`src/rtl/ysyx_25030093_mem_arb.sv`:
```
// Two-master (IFU/LSU) to one-slave memory arbiter with a hung-slave watchdog.
// Define ARB_RR_EN for round-robin grant; by default LSU has fixed priority over IFU.
module ysyx_25030093_mem_arb #(
   parameter int ADDR_W      = 32,
   parameter int DATA_W      = 32,
   parameter int TIMEOUT_CYC = 1024
) (
   input  logic                clk,
   input  logic                rst,
   input  logic                ifu_req_valid,
   output logic                ifu_req_ready,
   input  logic [ADDR_W-1:0]   ifu_addr,
   output logic                ifu_resp_valid,
   input  logic                ifu_resp_ready,
   output logic [DATA_W-1:0]   ifu_rdata,
   input  logic                lsu_req_valid,
   output logic                lsu_req_ready,
   input  logic [ADDR_W-1:0]   lsu_addr,
   input  logic                lsu_wen,
   input  logic [DATA_W-1:0]   lsu_wdata,
   input  logic [DATA_W/8-1:0] lsu_wmask,
   output logic                lsu_resp_valid,
   input  logic                lsu_resp_ready,
   output logic [DATA_W-1:0]   lsu_rdata,
   output logic                mem_req_valid,
   input  logic                mem_req_ready,
   output logic [ADDR_W-1:0]   mem_addr,
   output logic                mem_wen,
   output logic [DATA_W-1:0]   mem_wdata,
   output logic [DATA_W/8-1:0] mem_wmask,
   input  logic                mem_resp_valid,
   output logic                mem_resp_ready,
   input  logic [DATA_W-1:0]   mem_rdata,
   output logic                err_timeout
);

   localparam int MASK_W = DATA_W / 8;
   localparam int WDOG_W = $clog2(TIMEOUT_CYC);
   localparam logic [WDOG_W-1:0] WDOG_MAX = WDOG_W'(TIMEOUT_CYC - 1);

   typedef enum logic [1:0] {IDLE, REQ, RESP} state_t;
   typedef enum logic {OWN_IFU = 1'b0, OWN_LSU = 1'b1} own_t;

   typedef struct packed {
      logic [ADDR_W-1:0] addr;
      logic              wen;
      logic [DATA_W-1:0] wdata;
      logic [MASK_W-1:0] wmask;
   } mreq_t;

   state_t            state_q, state_d;
   own_t              owner_q, owner_d;
   own_t              last_q, last_d;
   logic [WDOG_W-1:0] wdog_q, wdog_d;
   logic              err_q, err_d;

   logic  in_req, in_resp, own_lsu;
   logic  owner_resp_ready;
   logic  req_hs, resp_hs, wdog_hit;
   logic  grant_lsu;
   mreq_t mreq;

   assign in_req           = (state_q == REQ);
   assign in_resp          = (state_q == RESP);
   assign own_lsu          = (owner_q == OWN_LSU);
   assign owner_resp_ready = own_lsu ? lsu_resp_ready : ifu_resp_ready;
   assign req_hs           = in_req && mem_req_ready;
   assign resp_hs          = in_resp && mem_resp_valid && owner_resp_ready;
   assign wdog_hit         = (wdog_q == WDOG_MAX);

`ifdef ARB_RR_EN
   // On a tie the master that did not finish the last transaction wins.
   assign grant_lsu = lsu_req_valid && (!ifu_req_valid || (last_q == OWN_IFU));
`else
   assign grant_lsu = lsu_req_valid;
`endif

   always_comb begin
      state_d = state_q;
      owner_d = owner_q;
      last_d  = last_q;
      err_d   = err_q;
      wdog_d  = '0;
      case (state_q)
         IDLE: begin
            if (ifu_req_valid || lsu_req_valid) begin
               owner_d = grant_lsu ? OWN_LSU : OWN_IFU;
               state_d = REQ;
            end
         end
         REQ: begin
            if (req_hs) state_d = RESP;
         end
         RESP: begin
            if (resp_hs) begin
               state_d = IDLE;
               last_d  = owner_q;
            end
         end
         default: state_d = IDLE;
      endcase
      // Counter saturates so a request accepted on the last allowed cycle still
      // leaves the response phase exactly one cycle to complete.
      if (state_q != IDLE) begin
         wdog_d = wdog_hit ? wdog_q : wdog_q + 1'b1;
         if (wdog_hit && !req_hs && !resp_hs) begin
            err_d   = 1'b1;
            state_d = IDLE;
         end
      end
   end

   always_ff @(posedge clk) begin
      if (!rst) begin
         state_q <= IDLE;
         owner_q <= OWN_IFU;
         last_q  <= OWN_LSU;
         wdog_q  <= '0;
         err_q   <= 1'b0;
      end else begin
         state_q <= state_d;
         owner_q <= owner_d;
         last_q  <= last_d;
         wdog_q  <= wdog_d;
         err_q   <= err_d;
      end
   end

   // Fields are forced to zero outside REQ so idle buses carry no stale data.
   always_comb begin
      mreq = '0;
      if (in_req) begin
         if (own_lsu) begin
            mreq.addr  = lsu_addr;
            mreq.wen   = lsu_wen;
            mreq.wdata = lsu_wdata;
            mreq.wmask = lsu_wmask;
         end else begin
            mreq.addr = ifu_addr;
         end
      end
   end

   assign mem_req_valid  = in_req;
   assign mem_addr       = mreq.addr;
   assign mem_wen        = mreq.wen;
   assign mem_wdata      = mreq.wdata;
   assign mem_wmask      = mreq.wmask;
   assign mem_resp_ready = in_resp && owner_resp_ready;

   assign ifu_req_ready  = in_req && !own_lsu && mem_req_ready;
   assign lsu_req_ready  = in_req && own_lsu && mem_req_ready;
   assign ifu_resp_valid = in_resp && !own_lsu && mem_resp_valid;
   assign lsu_resp_valid = in_resp && own_lsu && mem_resp_valid;
   assign ifu_rdata      = (in_resp && !own_lsu) ? mem_rdata : '0;
   assign lsu_rdata      = (in_resp && own_lsu) ? mem_rdata : '0;

   assign err_timeout = err_q;

endmodule

```
`config.mk`:
```
export PLATFORM = sky130hd
export DESIGN_NAME = ysyx_25030093_mem_arb
export DESIGN_NICKNAME = d
export VERILOG_FILES = /design/src/rtl/ysyx_25030093_mem_arb.sv
export SDC_FILE = /design/constraint.sdc
export NUM_CORES = 1
export LEC_CHECK = 0
export CORE_AREA = 2 2 110 112
export CTS_CLUSTER_SIZE = 16
export DETAILED_ROUTE_END_ITERATION = 10
export DIE_AREA = 0 0 112 114
export GPL_ROUTABILITY_DRIVEN = 0
export PLACE_DENSITY_LB_ADDON = 0.08
export SLEW_MARGIN = 5
export SYNTH_ARGS = -nofsm -noshare
export SYNTH_HDL_FRONTEND = slang
export SYNTH_SLANG_ARGS = --single-unit
```
`constraint.sdc`:
```
create_clock -name clk -period 3.9 [get_ports clk]
set_input_delay 0.78 -clock clk [delete_from_list [all_inputs] [get_ports clk]]
set_output_delay 0.78 -clock clk [all_outputs]
set_load 0.05 [all_outputs]
```
==> impl_metrics.json <==
{
  "grt_start_max_net_pins": 59,
  "post_cts_buffers": 0,
  "pwr-share-seq": 0.175,
  "synthArstFlopShare": 0,
  "critPathLaunchType": "flop",
  "required_ps": 3120,
  "stdcell_count": 690,
  "firstDrtPassIters": 4,
  "ys_ff_latch": 14,
  "worstSetupPathType": "flop to output pin",
  "synth_compound_area_frac": 0.109,
  "fin_nets": 686,
  "ctsHoldBuffers": 0,
  "clock-root-buffer": "clkbuf_16",
  "synth_flop_cell": "dfxtp_1",
  "vias_per_cell": 4.47,
  "ys_types": 43,
  "timing.rr.end": "err_timeout$_SDFFE_PN0P_",
  "synth_top_area_share": 0.226,
  "syn_avg_cell_area_sq_um": 7.10,
  "synthTopCellsByArea": "and3_1 23%, mux2i_1 16%, dfxtp_1 14%, and2_1 11%, nor2_1 6.9%",
  "worstPathCellList": "inv_2 > nor2_4 > and3_1 > clkdlybuf4s50_1",
  "slew_viol_final": 0,
  "syn_inst": 285,
  "p_comb_frac": 0.605,
  "p_int_w": 0.000572,
  "holdPathEnd": "err_timeout$_SDFFE_PN0P_",
  "skew_ps": 1.44,
  "synth_mux_area_frac": 0.163,
  "die_x_um": 112,
  "multiInputGateArea_sq_um": 1570,
  "cp-end-kind": "output pin",
  "grt_pass1_wl_um": 18000,
  "fin_crit_ps": 3250,
  "reg2reg_setup_slack_ps": 2140,
  "cts_num_sinks": 14,
  "antenna_found_initial": 0,
  "ios": 281,
  "finalHoldWorstSlack_ps": 463,
  "cp_slowest_cell": "clkdlybuf4s50_1",
  "area_growth_pct": 146,
  "max_stage_delay_ps": 830,
  "slew_headroom": 0.561,
  "yosysSeqAreaShare": 0.138,
  "antenna_left": 0,
  "fin_crit_sh": 0.835,
  "p_leak_nw": 2.03,
  "clkTransAtPathRegs_ps": 50,
  "synth.net_count": 427,
  "regArea_sq_um": 284,
  "cts_max_path_buffers": 2,
  "utilization": 0.425,
  "rsz0062_at_grt": "no",
  "cts_buffers": 3,
  "worstPathArrival_ps": 2470,
  "synth_area_sq_um": 2020,
  "irDropWorstVdd_uv": 114,
  "max_freq_ghz": 0.307,
  "gr-usage-all-layers": 0.183,
  "initial_utilization": 0.173,
  "tightest_slew_ps": 658,
  "synth_xor_xnor_area_share": 0,
  "wl_um": 12700,
  "core_area_sq_um": 11700,
  "synth_top_family_by_area": "simple AND/OR/NAND/NOR gates",
  "synth_fa_ha_area_frac": 0.00618,
  "r2r.worst_path.cells": 3,
  "avgRoutedWirePerCell_um": 18.3,
  "cts_resized": 0,
  "hold_viol": 0,
  "finalSetupViolCount": 0,
  "drc": 0,
  "num_rows": 40,
  "hp-class": "flop to flop",
  "grt_pass1_vias": 3072,
  "num_vias": 3084,
  "status": "finished clean",
  "synth_edf_count": 0,
  "power_switching_w": 0.000415,
  "synth_simple_gate_area_share": 0.498,
  "yosysWarnings": 0,
  "powerDensity_nw_per_um2": 198,
  "dp_cells": 686,
  "nFillCells": 1242,
  "r2r_start": "own_lsu$_SDFFE_PN0P_",
  "max_cap_violations": 0,
  "pwr-share-clk": 0.221,
  "dieArea_sq_um": 12800,
  "yosysTopAreaCell": "and3_1",
  "cts_tree": "done",
  "dieHeight_um": 114,
  "drive_above_1_share": 0.0387,
  "clk_latency_ps": 250,
  "hp-start": "err_timeout$_SDFFE_PN0P_",
  "fin_tns_setup_ps": 0,
  "switching_share": 0.421,
  "min_path_cells": 2,
  "portBuffers": 280,
  "drt_iter0_drc": 129,
  "grt_overflow_total": 0,
  "num_antenna_cells": 0,
  "crit_path_max_fanout": 34,
  "dp_hpwl_um": 10700,
  "htreeDepth": 1
}
worst max-delay path: cells and delay by family, from the launching register on:
family | cells | cell delay, ps
and+or+nand+nor | 2 | 790
DFF | 1 | 490
buffers and inverters | 2 | 950
power groups by stage:
stage               clock network, W  logic [W]  registers (W)
floorplan                          0   0.000337       0.000154
global placement                   0   0.000599       0.000176
detailed placement                 0   0.000599       0.000176
CTS                         0.000221   0.000602       0.000173
global route                0.000227   0.000625       0.000175
finish                      0.000218   0.000596       0.000172
how the worst max path moves through the flow:
stage	start	end	slack [ps]	depth (start not counted)
2_1_floorplan	state_q[1]$_SDFF_PN0_	ifu_req_ready	1460	6
3_3_place_gp	mem_req_ready	ifu_req_ready	620	4
3_5_place_dp	mem_req_ready	ifu_req_ready	640	4
4_1_cts	state_q[1]$_SDFF_PN0_	lsu_rdata[22]	630	4
5_1_grt	state_q[0]$_SDFF_PN0_	ifu_req_ready	540	5
6_report	state_q[1]$_SDFF_PN0_	lsu_rdata[23]	650	4
kinds of logic (layout without fill, tap and decap cells):
family | Yosys count | count (layout)
DFF | 14 | 14
muxes | 33 | 33
and+or+nand+nor | 174 | 174
buffers and inverters | 34 | 292
adders and majority gates | 1 | 1
AOI/OAI and AO/OA | 29 | 29
sequential cells by signal (all words and copies together) (netlist names):
| signal | flops |
|---|---|
| own_lsu | 1 |
| err_timeout | 1 |
| state_q | 2 |
| wdog_q | 10 |
synthesized netlist by cell type (2+ instances only):
master	count
a21boi_0	2
nor2_1	37
nor3_1	5
and2_1	35
inv_2	2
clkbuf_1	13
nand2b_1	2
nand2_1	6
a211oi_1	4
nor4_1	2
dfxtp_1	14
mux2i_1	33
nand4_1	4
clkbuf_2	5
and3_1	73
a31oi_1	4
buf_2	9
a21oi_1	6
a41o_1	2
buf_6	3
and4_1	2
layout make-up:
type,instances,area share
multi-input cells,237,0.316
flip-flops and latches,14,0.0570
clock buffers,4,0.0178
inverters,3,0.00226
repair buffers,285,0.570
well taps,147,0.0369
stage by stage:
step                      area [sq um]  power, W  worst slack (ps)
final                             4980  0.000987               645
after global routing              4980   0.00103               538
after CTS                         4980  0.000996               625
after detailed placement          4890  0.000776               640
after global placement            4890  0.000775               615
after floorplan                   2020  0.000491              1460
cell usage in the layout, fill, tap and decap left out, types with 2 or more instances in the layout:
cell type | Yosys | layout
a21boi_0 | 2 | 2
clkdlybuf4s50_1 | 0 | 280
nand4_1 | 4 | 4
a211oi_1 | 4 | 4
nand2b_1 | 2 | 2
buf_4 | 1 | 5
nand2_1 | 6 | 6
inv_2 | 2 | 2
nor3_1 | 5 | 5
mux2i_1 | 33 | 33
nor2_1 | 37 | 37
and3_1 | 73 | 73
and4_1 | 2 | 2
clkbuf_16 | 0 | 3
a31oi_1 | 4 | 4
and2_1 | 35 | 35
a21oi_1 | 6 | 6
a41o_1 | 2 | 2
nor4_1 | 2 | 2
dfxtp_1 | 14 | 13
layer usage:
metal	GRT usage	share of wire	vias to the layer above
met5	0	0	-
met4	0.0423	0.014	0
met3	0.0489	0.075	10
met2	0.381	0.58	130
met1	0.176	0.33	1413
li1	-	-	1531
Power figures use the tool's default switching activity.
